===== src/rtl/vga_timing_pkg.sv =====
// Shared raster constants and helpers for the VGA timing generator.
package vga_timing_pkg;

    localparam int VGA640_H_ACTIVE = 640;
    localparam int VGA640_H_FP     = 16;
    localparam int VGA640_H_SYNC   = 96;
    localparam int VGA640_H_BP     = 48;
    localparam int VGA640_V_ACTIVE = 480;
    localparam int VGA640_V_FP     = 10;
    localparam int VGA640_V_SYNC   = 2;
    localparam int VGA640_V_BP     = 33;

    localparam int SVGA800_H_ACTIVE = 800;
    localparam int SVGA800_H_FP     = 40;
    localparam int SVGA800_H_SYNC   = 128;
    localparam int SVGA800_H_BP     = 88;
    localparam int SVGA800_V_ACTIVE = 600;
    localparam int SVGA800_V_FP     = 1;
    localparam int SVGA800_V_SYNC   = 4;
    localparam int SVGA800_V_BP     = 23;

    function automatic int total(input int active, input int fp, input int sync, input int bp);
        return active + fp + sync + bp;
    endfunction

endpackage


===== src/rtl/vga_timing_gen_pixel_tick_gen.sv =====
// Divides the system clock into a one-clk pixel tick; the divider freezes while en is low.
module pixel_tick_gen #(
    parameter int CLK_DIV = 2
) (
    input  logic clk,
    input  logic reset,
    input  logic en,
    output logic tick
);

    localparam int DW = (CLK_DIV > 1) ? $clog2(CLK_DIV) : 1;
    localparam logic [DW-1:0] DIV_LAST = DW'(CLK_DIV - 1);
    localparam logic [DW-1:0] DIV_ONE  = DW'(1);

    logic [DW-1:0] div_cnt_q;
    logic [DW-1:0] div_cnt_d;

    always_comb begin
        tick      = en && (div_cnt_q == DIV_LAST);
        div_cnt_d = div_cnt_q;
        if (tick) begin
            div_cnt_d = '0;
        end else if (en) begin
            div_cnt_d = div_cnt_q + DIV_ONE;
        end
    end

    always_ff @(posedge clk or posedge reset) begin
        if (reset) begin
            div_cnt_q <= '0;
        end else begin
            div_cnt_q <= div_cnt_d;
        end
    end

endmodule


===== src/rtl/vga_timing_gen.sv =====
// Programmable VGA raster timing: h/v counters, sync/active decode and registered strobes.
module vga_timing_gen
    import vga_timing_pkg::*;
#(
    parameter int H_ACTIVE = VGA640_H_ACTIVE,
    parameter int H_FP     = VGA640_H_FP,
    parameter int H_SYNC   = VGA640_H_SYNC,
    parameter int H_BP     = VGA640_H_BP,
    parameter int V_ACTIVE = VGA640_V_ACTIVE,
    parameter int V_FP     = VGA640_V_FP,
    parameter int V_SYNC   = VGA640_V_SYNC,
    parameter int V_BP     = VGA640_V_BP,
    parameter int CLK_DIV  = 2,
    parameter int HS_POL   = 0,
    parameter int VS_POL   = 0,
    parameter int CW       = 10
) (
    input  logic          clk,
    input  logic          reset,
    input  logic          en,
    output logic          hsync,
    output logic          vsync,
    output logic          video_on,
    output logic          p_tick,
    output logic [CW-1:0] pixel_x,
    output logic [CW-1:0] pixel_y,
    output logic          line_start,
    output logic          frame_start
);

    localparam int H_TOTAL = total(H_ACTIVE, H_FP, H_SYNC, H_BP);
    localparam int V_TOTAL = total(V_ACTIVE, V_FP, V_SYNC, V_BP);

    if (CLK_DIV < 1 || H_ACTIVE < 1 || H_FP < 1 || H_SYNC < 1 || H_BP < 1 ||
        V_ACTIVE < 1 || V_FP < 1 || V_SYNC < 1 || V_BP < 1 || CW < 1 || CW > 30 ||
        H_TOTAL > (2 ** CW) || V_TOTAL > (2 ** CW)) begin : g_param_error
        $error("vga_timing_gen: illegal timing parameters");
    end

    localparam logic [CW-1:0] H_LAST   = CW'(H_TOTAL - 1);
    localparam logic [CW-1:0] V_LAST   = CW'(V_TOTAL - 1);
    localparam logic [CW-1:0] H_ACT    = CW'(H_ACTIVE);
    localparam logic [CW-1:0] V_ACT    = CW'(V_ACTIVE);
    localparam logic [CW-1:0] HS_START = CW'(H_ACTIVE + H_FP);
    localparam logic [CW-1:0] HS_END   = CW'(H_ACTIVE + H_FP + H_SYNC - 1);
    localparam logic [CW-1:0] VS_START = CW'(V_ACTIVE + V_FP);
    localparam logic [CW-1:0] VS_END   = CW'(V_ACTIVE + V_FP + V_SYNC - 1);
    localparam logic [CW-1:0] CNT_ONE  = CW'(1);
    localparam logic          HS_ON    = (HS_POL != 0);
    localparam logic          VS_ON    = (VS_POL != 0);

    logic          tick;
    logic [CW-1:0] h_cnt_q, h_cnt_d;
    logic [CW-1:0] v_cnt_q, v_cnt_d;
    logic          hsync_q, hsync_d;
    logic          vsync_q, vsync_d;
    logic          video_on_q, video_on_d;
    logic          p_tick_q, p_tick_d;
    logic          line_start_q, line_start_d;
    logic          frame_start_q, frame_start_d;

    pixel_tick_gen #(
        .CLK_DIV(CLK_DIV)
    ) u_pixel_tick_gen (
        .clk  (clk),
        .reset(reset),
        .en   (en),
        .tick (tick)
    );

    // Decode uses the next-state counts so levels and coordinates move on the same edge.
    always_comb begin
        h_cnt_d = h_cnt_q;
        v_cnt_d = v_cnt_q;
        if (tick) begin
            if (h_cnt_q == H_LAST) begin
                h_cnt_d = '0;
                v_cnt_d = (v_cnt_q == V_LAST) ? '0 : v_cnt_q + CNT_ONE;
            end else begin
                h_cnt_d = h_cnt_q + CNT_ONE;
            end
        end

        hsync_d       = (h_cnt_d >= HS_START && h_cnt_d <= HS_END) ? HS_ON : ~HS_ON;
        vsync_d       = (v_cnt_d >= VS_START && v_cnt_d <= VS_END) ? VS_ON : ~VS_ON;
        video_on_d    = (h_cnt_d < H_ACT) && (v_cnt_d < V_ACT);
        p_tick_d      = tick;
        line_start_d  = tick && (h_cnt_d == '0);
        frame_start_d = line_start_d && (v_cnt_d == '0);
    end

    always_ff @(posedge clk or posedge reset) begin
        if (reset) begin
            h_cnt_q       <= '0;
            v_cnt_q       <= '0;
            hsync_q       <= ~HS_ON;
            vsync_q       <= ~VS_ON;
            video_on_q    <= 1'b0;
            p_tick_q      <= 1'b0;
            line_start_q  <= 1'b0;
            frame_start_q <= 1'b0;
        end else begin
            h_cnt_q       <= h_cnt_d;
            v_cnt_q       <= v_cnt_d;
            hsync_q       <= hsync_d;
            vsync_q       <= vsync_d;
            video_on_q    <= video_on_d;
            p_tick_q      <= p_tick_d;
            line_start_q  <= line_start_d;
            frame_start_q <= frame_start_d;
        end
    end

    assign hsync       = hsync_q;
    assign vsync       = vsync_q;
    assign video_on    = video_on_q;
    assign p_tick      = p_tick_q;
    assign pixel_x     = h_cnt_q;
    assign pixel_y     = v_cnt_q;
    assign line_start  = line_start_q;
    assign frame_start = frame_start_q;

endmodule


===== config.mk =====
export PLATFORM = sky130hd
export DESIGN_NAME = vga_timing_gen
export DESIGN_NICKNAME = d
export VERILOG_FILES = /design/src/rtl/vga_timing_pkg.sv /design/src/rtl/vga_timing_gen_pixel_tick_gen.sv /design/src/rtl/vga_timing_gen.sv
export SDC_FILE = /design/constraint.sdc
export NUM_CORES = 1
export LEC_CHECK = 0
export ABC_AREA = 1
export BUFFER_PORTS_ARGS = -buffer_cell sky130_fd_sc_hd__buf_2
export CORE_MARGIN = 8
export CORE_UTILIZATION = 45
export DETAILED_ROUTE_END_ITERATION = 10
export GPL_TIMING_DRIVEN = 1
export PLACE_DENSITY_LB_ADDON = 0.12
export SETUP_SLACK_MARGIN = 0.1
export SYNTH_ARGS = -nofsm -noshare
export SYNTH_HDL_FRONTEND = slang
export SYNTH_SLANG_ARGS = --single-unit

===== constraint.sdc =====
create_clock -name clk -period 4.6 [get_ports clk]
set_input_delay 0.69 -clock clk [delete_from_list [all_inputs] [get_ports clk]]
set_output_delay 0.69 -clock clk [all_outputs]
set_load 0.02 [all_outputs]

* After elaboration in Yosys (flattened, before gate mapping) *
Index checks and enable logic that the tools add are counted.
W data, S select, Z words.

cells by class
  order comparisons = 6
  equality and inequality tests = 2
  reductions and logical operators = 9
  mux-type cells = 9
  add/subtract/negate cells = 3

operator list
  kind                     count
  $mux W10                 5
  $add A10 B1 Y10 const B  2
  $eq A10 B10 Y1 const B   2
  $logic_not A10 Y1        2
  $ge A10 B10 Y1 const B   1
  $ge A10 B9 Y1 const B    1
  $le A10 B10 Y1 const B   1
  $le A10 B9 Y1 const B    1
  $lt A10 B10 Y1 const B   1
  $lt A10 B9 Y1 const B    1
  $logic_and A1 B1 Y1      6
  $mux W1                  4
  $reduce_bool A2 Y1       1
  $add A1 B1 Y1 const B    1

storage, ports and cells
  input port bits = 3
  register bits = 27

* Logic depth before layout (Yosys ltp) *
Gate-level depths: netlist of the first run.

  word-level depth = 7
  mapped depth = 13
  gate-level depth less buffers = 13

* Modules after synthesis *
From an unflattened synthesis of the first run, not the netlist that was laid out.

unflattened totals
  cells, all modules = 243
  area, all modules = 1712.9 µm²

by module, submodules not included
  module          seq. area each (µm²)  area each (µm²)  instances  cells each
  vga_timing_gen  653.1                 1657.8           1          234
  pixel_tick_gen  25.0                  55.1             1          9

* Worst setup path before layout of the first run *
No wires, ideal clock.

  path kind = input to register
  from = in en
  to = reg video_on_q (netlist: video_on)
  data required time = 4.487 ns
  arrival time = 1.686 ns
  cell stages on the path = 10
  path slack = 2.801 ns
  cell sequence = nand2_2 > buf_6 > nor2_1 > nand3_1 > nor2_1 > nand3_1 > a21oi_1 > nand3_1 > nand2_1 > inv_1

on the way
  word-level cells in the longest chain between the ends = 4

ends and longest elaborated chain
  what                                             RTL line                             text
  start: declaration                               vga_timing_gen.sv:20                 input logic en,
  $logic_and A1 B1 Y1 *                            vga_timing_gen_pixel_tick_gen.sv:19  tick = en && (div_cnt_q == DIV_LAST);
  $mux W10                                         vga_timing_gen.sv:75                 if (tick) begin
  $lt A10 B10 Y1 or $lt A10 B9 Y1 (tied branches)  vga_timing_gen.sv:86                 video_on_d = (h_cnt_d < H_ACT) && (v_cnt_d < V_ACT);
  $logic_and A1 B1 Y1 *                            vga_timing_gen.sv:86
  named net video_on_d                             vga_timing_gen.sv:57                 logic video_on_q, video_on_d;
  end signal: assignment                           vga_timing_gen.sv:107                video_on_q <= video_on_d;
  end: declaration                                 vga_timing_gen.sv:57

Mark *: on every way through the listed nets, which the timed path passes. The rest lies on a longest branch.
A chain may end at the register's enable or synchronous reset.

* Worst setup path after layout of the first run *
  from = reg h_cnt_q[0] (netlist: pixel_x[0])
  to = reg frame_start_q (netlist: frame_start)

on the way
  word-level cells in the longest chain between the ends = 6

ends and longest elaborated chain
  what                                               RTL line                                    text
  start: declaration                                 vga_timing_gen.sv:53                        logic [CW-1:0] h_cnt_q, h_cnt_d;
  start signal: assignment                           vga_timing_gen.sv:103                       h_cnt_q <= h_cnt_d;
  $add A10 B1 Y10 or $eq A10 B10 Y1 (tied branches)  vga_timing_gen.sv:80, vga_timing_gen.sv:76
  $mux W10                                           vga_timing_gen.sv:76                        if (h_cnt_q == H_LAST) begin
  $mux W10                                           vga_timing_gen.sv:75
  $logic_not A10 Y1                                  vga_timing_gen.sv:88                        line_start_d = tick && (h_cnt_d == '0);
  $logic_and A1 B1 Y1                                vga_timing_gen.sv:88
  $logic_and A1 B1 Y1 *                              vga_timing_gen.sv:89                        frame_start_d = line_start_d && (v_cnt_d == '0);
  named net frame_start_d                            vga_timing_gen.sv:60                        logic frame_start_q, frame_start_d;
  end signal: assignment                             vga_timing_gen.sv:110                       frame_start_q <= frame_start_d;
  end: declaration                                   vga_timing_gen.sv:60

Marked as above.

==> results of run 1 <==
per-layer routing:
layer	share of wire, %	wire (um)	track usage (%)
met3	4.2	163	3.15
met4	0.94	36	3.77
met2	48	1830	22.7
met1	47	1820	16.3
met5	0	0	0
stage by stage:
step                      cell area, um^2  cells  hold slack, ns  setup WS [ns]
final                                1900    305           0.541           2.64
after global placement               1850    301           0.504           2.48
after floorplan                      1680    228           0.492           2.80
after global routing                 1900    305           0.590           2.39
after CTS                            1900    305           0.538           2.63
after detailed placement             1850    301           0.515           2.48
power groups by stage:
stage | Sequential [mW] | Clock [mW] | Combinational, mW
after floorplan | 0.369 | 0 | 0.146
after global placement | 0.327 | 0 | 0.258
after detailed placement | 0.327 | 0 | 0.260
after CTS | 0.322 | 0.140 | 0.261
final | 0.323 | 0.136 | 0.258
after global routing | 0.329 | 0.152 | 0.287
worst reg2reg max path, cell delays in order (launching register included):
cell	delay, ns
dfrtp_1	0.40
ha_1	0.22
nand2_2	0.12
nor2_8	0.16
nand4_1	0.16
nor2_1	0.24
o21ai_0	0.13
nand2_1	0.10
nand2_1	0.10
nor2_1	0.11
nand3_1	0.08
nor2_1	0.08
cell families after synthesis:
logic type                 Yosys count
DFF                                 27
xor gates and xnor gates             2
AOI/OAI and AO/OA                   14
buffers and inverters               49
adders and majority gates            3
and+or+nand+nor                    133
how the worst max path moves through the flow:
stage	slack [ns]	end	depth (start not counted)
final	2.64	frame_start	11
after global routing	2.39	frame_start	11
after CTS	2.63	frame_start	11
after detailed placement	2.48	frame_start	10
after global placement	2.48	frame_start	10
after floorplan	2.80	video_on	10
registers in the layout, summed over array words and instances (netlist names):
name                        cells
pixel_x                        10
pixel_y                        10
frame_start                     1
hsync                           1
line_start                      1
p_tick                          1
u_pixel_tick_gen.div_cnt_q      1
video_on                        1
vsync                           1
layout make-up:
cell class	instances	area [um^2]	share of cell area, %
flip-flops and latches	27	678	35.8
well taps	48	60.1	3.17
multi-input cells	152	801	42.2
inverters	46	173	9.10
repair buffers	28	140	7.39
clock buffers	4	45.0	2.37
cell usage in the layout (no fill, tap or decap), types with 2 or more instances in the layout:
| cell | count |
|---|---|
| buf_2 | 28 |
| nand4_1 | 8 |
| nand3_1 | 27 |
| nand2_2 | 4 |
| inv_2 | 4 |
| dfrtp_1 | 25 |
| inv_1 | 42 |
| nand2_1 | 56 |
| dfstp_2 | 2 |
| nor2_1 | 26 |
| nor2_2 | 3 |
| clkbuf_8 | 3 |
| nor2_8 | 2 |
| ha_1 | 3 |
| a21oi_1 | 3 |
| nor2_4 | 2 |
| nand3_2 | 2 |
| o21ai_2 | 4 |
| o21ai_0 | 3 |
==> results.tsv, run 1 <==
metric	value	unit
cts_max_level	1	
netlist_instances	228	
start_kind	flip-flop	
min_period	1.96	ns
synth.distinct_cells	29	
drtIter0Drc	116	
track_usage	13.4	%
numClockSinks	27	
critPathMaxFanout	7	
fin_setup_tns	0	ns
drt_wl_total	3850	um
design.core.area	0.00363	mm^2
cts_tree	built	
crit_path_end_kind	flip-flop	
slew_headroom	32.7	%
cp_num_buf_inv	0	
vias_per_cell	4.83	
min_to	u_pixel_tick_gen.div_cnt_q	
grt_antenna_before_repair	0	
globalRouteOverflowTotal	0	
synth_compound_area_share	5.43	%
holdPathStages	2	
dieArea	0.00595	mm^2
synth_top_family_by_area	simple AND/OR/NAND/NOR gates	
regToRegEndpoint	frame_start	
syn_nets	234	
crit_path_frequent_cell	nor2_1	
ys_seq_elements	27	
fp.dieW	77.2	um
cts_root_buf	clkbuf_8	
first_pass_iters	4	
cpLargestDelayFamily	simple AND/OR/NAND/NOR gates	
cp.arrival	2.17	ns
fmax	0.511	GHz
setup_viol	0	
avgRoutedWirePerCell	12.6	um
max_stage_delay	0.40	ns
dr_total_vias	1473	
outcome	complete, no violations	
ys_top_cells_by_count	nand2_1 (56), inv_1 (42), nand3_1 (27)	
worst_slew_pin_slew	1.01	ns
globalplace.congestion	0.892	
worstHoldPathType	reg -> reg	
cts-resized-gates	0	
diodes	0	
clockPowerShare	18.9	%
yosys.area.top_type	dfrtp_1	
ctsHoldBuffers	0	
power_frac_seq	45.1	%
grt_pass1_wl	6620	um
yosysMostFrequentCell	nand2_1	
synth_fa_ha_area_share	2.23	%
drv_cap	0	
synthTopCellsByArea	dfrtp_1 (37%), nand2_1 (12%), inv_1 (9.4%)	
synth_edf_count	0	
rows	22	
p_per_area	378	mW/mm^2
fin_util	52.2	%
clkTransAtPathRegs	0.09	ns
r2r_slack	2.64	ns
layout.nets	264	
p_sw_share	41.5	%
crit_chain	ha_1 -> nand2_2 -> nor2_8 -> nand4_1 -> nor2_1 -> o21ai_0 -> nand2_1 -> nand2_1 -> nor2_1 -> nand3_1 -> nor2_1	
hold_violations	0	
synth.area.mux_share	0	%
irDropWorstVdd	0.132	mV
drc_errors	0	
finalCritPeriodShare	42.5	%
io_pins	29	
initial_core_util	46.3	%
avgSynthCellArea	7.38	um^2
synth-simple-area-share	38.9	%
n_fill_cell	390	
reg2regPathDepth	11	
synthDominantCellAreaShare	37.2	%
hold_start	u_pixel_tick_gen.div_cnt_q	
io_buffers	28	
async_flop_share	100	%
r2r_start	pixel_x[0]	
pwr-share-comb	36.0	%
critPathLaunch	pixel_x[0]	
cts_buffer_depth	2	
p_int	0.419	mW
chipHeight	77.2	um
cpMaxStageDelayCell	dfrtp_1	
cts_setup_buffers	0	
seq_area_frac_synth	40.3	%
required	4.81	ns
grt_pass1_vias	1436	
skew	0.00195	ns
clk_latency	0.27	ns
synth_xor_area_share	1.04	%
drive_above_1_share	21.8	%
maxSlewViolCount	0	
crit_type	reg -> reg	
rsz0062_at_grt	false	
p_sw	0.297	mW
grt_max_degree	28	
dpl.hpwl	2970	um
area_delta_synth_final	12.7	%
netlist_area	0.00168	mm^2
synth-main-ff-cell	dfrtp_1	
yosysWarnings	0	
total_power	0.717	mW
postRouteAntennaNets	0	
numCtsBuffers	3	
power_leakage	1.07	nW
(Power assumes the default switching activity.)
==> inputs of run 2 (changes only) <==
--- a/config.mk
+++ b/config.mk
@@ -5,7 +5,7 @@
 export SDC_FILE = /design/constraint.sdc
 export NUM_CORES = 1
 export LEC_CHECK = 0
-export ABC_AREA = 1
+export ABC_AREA = 0
 export BUFFER_PORTS_ARGS = -buffer_cell sky130_fd_sc_hd__buf_2
 export CORE_MARGIN = 8
 export CORE_UTILIZATION = 45
==> constraint.sdc (replaced) <==
create_clock -name clk -period 2 [get_ports clk]
set_input_delay 0.3 -clock clk [delete_from_list [all_inputs] [get_ports clk]]
set_output_delay 0.3 -clock clk [all_outputs]
set_load 0.02 [all_outputs]
==> results.tsv, run 2 <==
metric	value	unit	change
maxSlewViolCount	0		unchanged
placed_area	0.00203	mm^2	+9.4%
post-place-ws	-0.0902	ns	-2.57 ns
fp.dieW	76.1	um	-1.3%
n_fill_cell	328		-16%
drt_wl_total	4350	um	+13%
cts_tree	built		
design.core.area	0.00358	mm^2	-1.5%
grt_pass1_vias	1571		+9.4%
syn_nets	167		-29%
critPathLaunch	pixel_x[0]		
crit_path_end_kind	flip-flop		
grt_max_degree	28		unchanged
io_pins	29		unchanged
area_delta_synth_final	32.5	%	
worst_slew_pin_slew	0.420	ns	-0.588 ns
min_period	2.04	ns	+0.0854 ns
dieArea	0.00580	mm^2	-2.6%
clkTransAtPathRegs	0.15	ns	+0.06 ns
yosysWarnings	0		unchanged
finalCritPeriodShare	102	%	+60 points
cts_root_buf	clkbuf_4		
seq_area	687	um^2	+1.3%
setup_viol	4		+4
met1_length	1840	um	+1.2%
outcome	complete, but fails checks		
globalRouteOverflowTotal	0		unchanged
async_flop_share	100	%	unchanged
slew_headroom	71.7	%	+39 points
wl_met3	155	um	-4.9%
avgSynthCellArea	10.1	um^2	+37%
synth_edf_count	0		unchanged
reg2regPathDepth	7		-4
first_pass_iters	4		unchanged
diodes	0		unchanged
start_kind	flip-flop		
synthDominantCellAreaShare	38.4	%	+1.3 points
power_leakage	0.981	nW	-8.0%
required	2.25	ns	-2.56 ns
crit_type	reg -> reg		
max_stage_delay	0.47	ns	+0.07 ns
drv_cap	0		unchanged
layout_commonest_cell	buf_4		
vias_per_cell	5.46		+13%
globalplace.congestion	0.878		-1.5%
cts_max_level	1		unchanged
multi_input_comb_area	946	um^2	+18%
fmax	0.490	GHz	-4.2%
p_per_area	692	mW/mm^2	+83%
dr_total_vias	1457		-1.1%
synth.distinct_cells	51		+76%
cp.arrival	2.30	ns	+0.13 ns
drive_above_1_share	48.9	%	+27 points
final_cell_mix	buf_4 (33), buf_2 (28), dfrtp_1 (18), nand2_1 (16), inv_1 (9)		
io_buffers	28		unchanged
crit_chain	ha_4 -> nand3_4 -> buf_4 -> o21a_1 -> or2_2 -> and3_1 -> or4_1		
dr_wl_met2	2260	um	+24%
rows	22		unchanged
clk_latency	0.33	ns	+0.06 ns
seq_area_frac_synth	41.7	%	+1.4 points
skew	0.00899	ns	+0.00705 ns
hold_violations	0		unchanged
ys_seq_elements	27		unchanged
worstHoldPathType	in -> async		
yosys.area.top_type	dfrtp_1		
ctsHoldBuffers	0		unchanged
fin_setup_tns	-0.104	ns	-0.104 ns
numClockSinks	27		unchanged
numCtsBuffers	3		unchanged
irDropWorstVdd	0.581	mV	+340%
cp_num_buf_inv	1		+1
cts_buffer_depth	2		unchanged
r2r_start	pixel_x[0]		
synth-main-ff-cell	dfrtp_1		
worst-path-stages	7		-4
critPathMaxFanout	3		-4
cpMaxStageDelayCell	or4_1		
track_usage	15.0	%	+1.6 points
cpLargestDelayFamily	simple AND/OR/NAND/NOR gates		
violations	setup timing		
initial_core_util	45.5	%	-0.83 points
drc_errors	0		unchanged
total_power	1.49	mW	+110%
ys_top_cells_by_count	dfrtp_1 (25), nand2_1 (17), inv_1 (9)		
yosysMostFrequentCell	dfrtp_1		
grt_antenna_before_repair	0		unchanged
final_cell_area	0.00216	mm^2	+14%
top_layer	met4		
avgRoutedWirePerCell	16.3	um	+29%
netlist_area	0.00163	mm^2	-3.3%
drtIter0Drc	78		-33%
rsz0062_at_grt	true		
synthTopCellsByArea	dfrtp_1 (38%), nand2_1 (3.9%), xnor2_1 (3.8%)		
netlist_instances	161		-29%
layout.nets	226		-14%
dpl.hpwl	3250	um	+9.4%
chipHeight	76.1	um	-1.3%
setup_ws	-0.0425	ns	-2.69 ns
grt_pass1_wl	7400	um	+12%
postRouteAntennaNets	0		unchanged
## run 2: cell types whose count changed in the layout (fill, tap and decap cells not counted), moves of 6 or more
| cell | previous run | this run |
|---|---|---|
| nor2_1 | 26 | 6 |
| xnor2_1 | 1 | 7 |
| dfrtp_1 | 25 | 18 |
| buf_4 | 0 | 33 |
| nand2_1 | 56 | 16 |
| nand3_1 | 27 | 5 |
| dfrtp_2 | 0 | 7 |
| inv_1 | 42 | 9 |
## run 2: logic make-up (layout without fill, tap and decap cells)
| logic type | after synthesis | count (layout) | synth area share (%) |
|---|---|---|---|
| flip-flops | 27 | 27 | 41.7 |
| buffers and inverters | 17 | 75 | 5.84 |
| XOR/XNOR | 13 | 13 | 6.99 |
| adder cells (fa/ha/maj) | 3 | 3 | 2.31 |
| multiplexers | 2 | 2 | 1.31 |
| AO/OA/AOI/OAI | 28 | 28 | 11.2 |
| AND/OR/NAND/NOR | 71 | 71 | 30.7 |
## run 2: timing repair
action / in CTS / in global routing
pin swaps: 4 / 8
gates resized for setup: 7 / 9
setup buffers: 1 / 4
setup endpoints to repair: 5 / 6
gates cloned: 0 / 0
## run 2: metal layers
layer  track usage [%]  up-vias
met5                 0        -
met4              6.92        0
met3              2.59        8
met2              26.9       34
met1              16.7      718
li1                  -      697
## run 2: layout make-up
| cell class | count | area share [%] |
|---|---|---|
| clock inverter | 1 | 0.232 |
| tap | 48 | 2.78 |
| clock buffer | 3 | 1.04 |
| inverter | 9 | 1.57 |
| sequential | 27 | 31.8 |
| multi-input combinational | 117 | 43.9 |
| timing repair buffer | 62 | 18.7 |
## run 2: metrics by stage
step | util, % | cells | hold WS (ns)
2_1_floorplan | - | 161 | 0.351
3_3_place_gp | 56.6 | 258 | 0.369
3_5_place_dp | 56.6 | 258 | 0.385
4_1_cts | 58.3 | 263 | 0.000906
5_1_grt | 60.3 | 267 | 0.00895
6_report | 60.3 | 267 | 0.000126
## run 2: worst register-to-register path: stages (launching register included)
cell and delay (ns):
dfrtp_2 0.42, ha_4 0.16, nand3_4 0.09, buf_4 0.17
o21a_1 0.18, or2_2 0.31, and3_1 0.18, or4_1 0.47
## run 2: power by group
group | switching, mW | total, mW | internal [mW]
Clock | 0.165 | 0.240 | 0.0750
Sequential | 0.117 | 0.736 | 0.619
Combinational | 0.281 | 0.516 | 0.235
## run 2: worst paths after layout
check,endpoint,slack [ns]
worst min register to register,pixel_x[2],0.60
min in group clk,u_pixel_tick_gen.div_cnt_q,0.24
worst max register to register,hsync,-0.04
worst min-delay path,pixel_y[7],0.0001
worst max-delay path,hsync,-0.04
max in group asynchronous,hsync,1.69
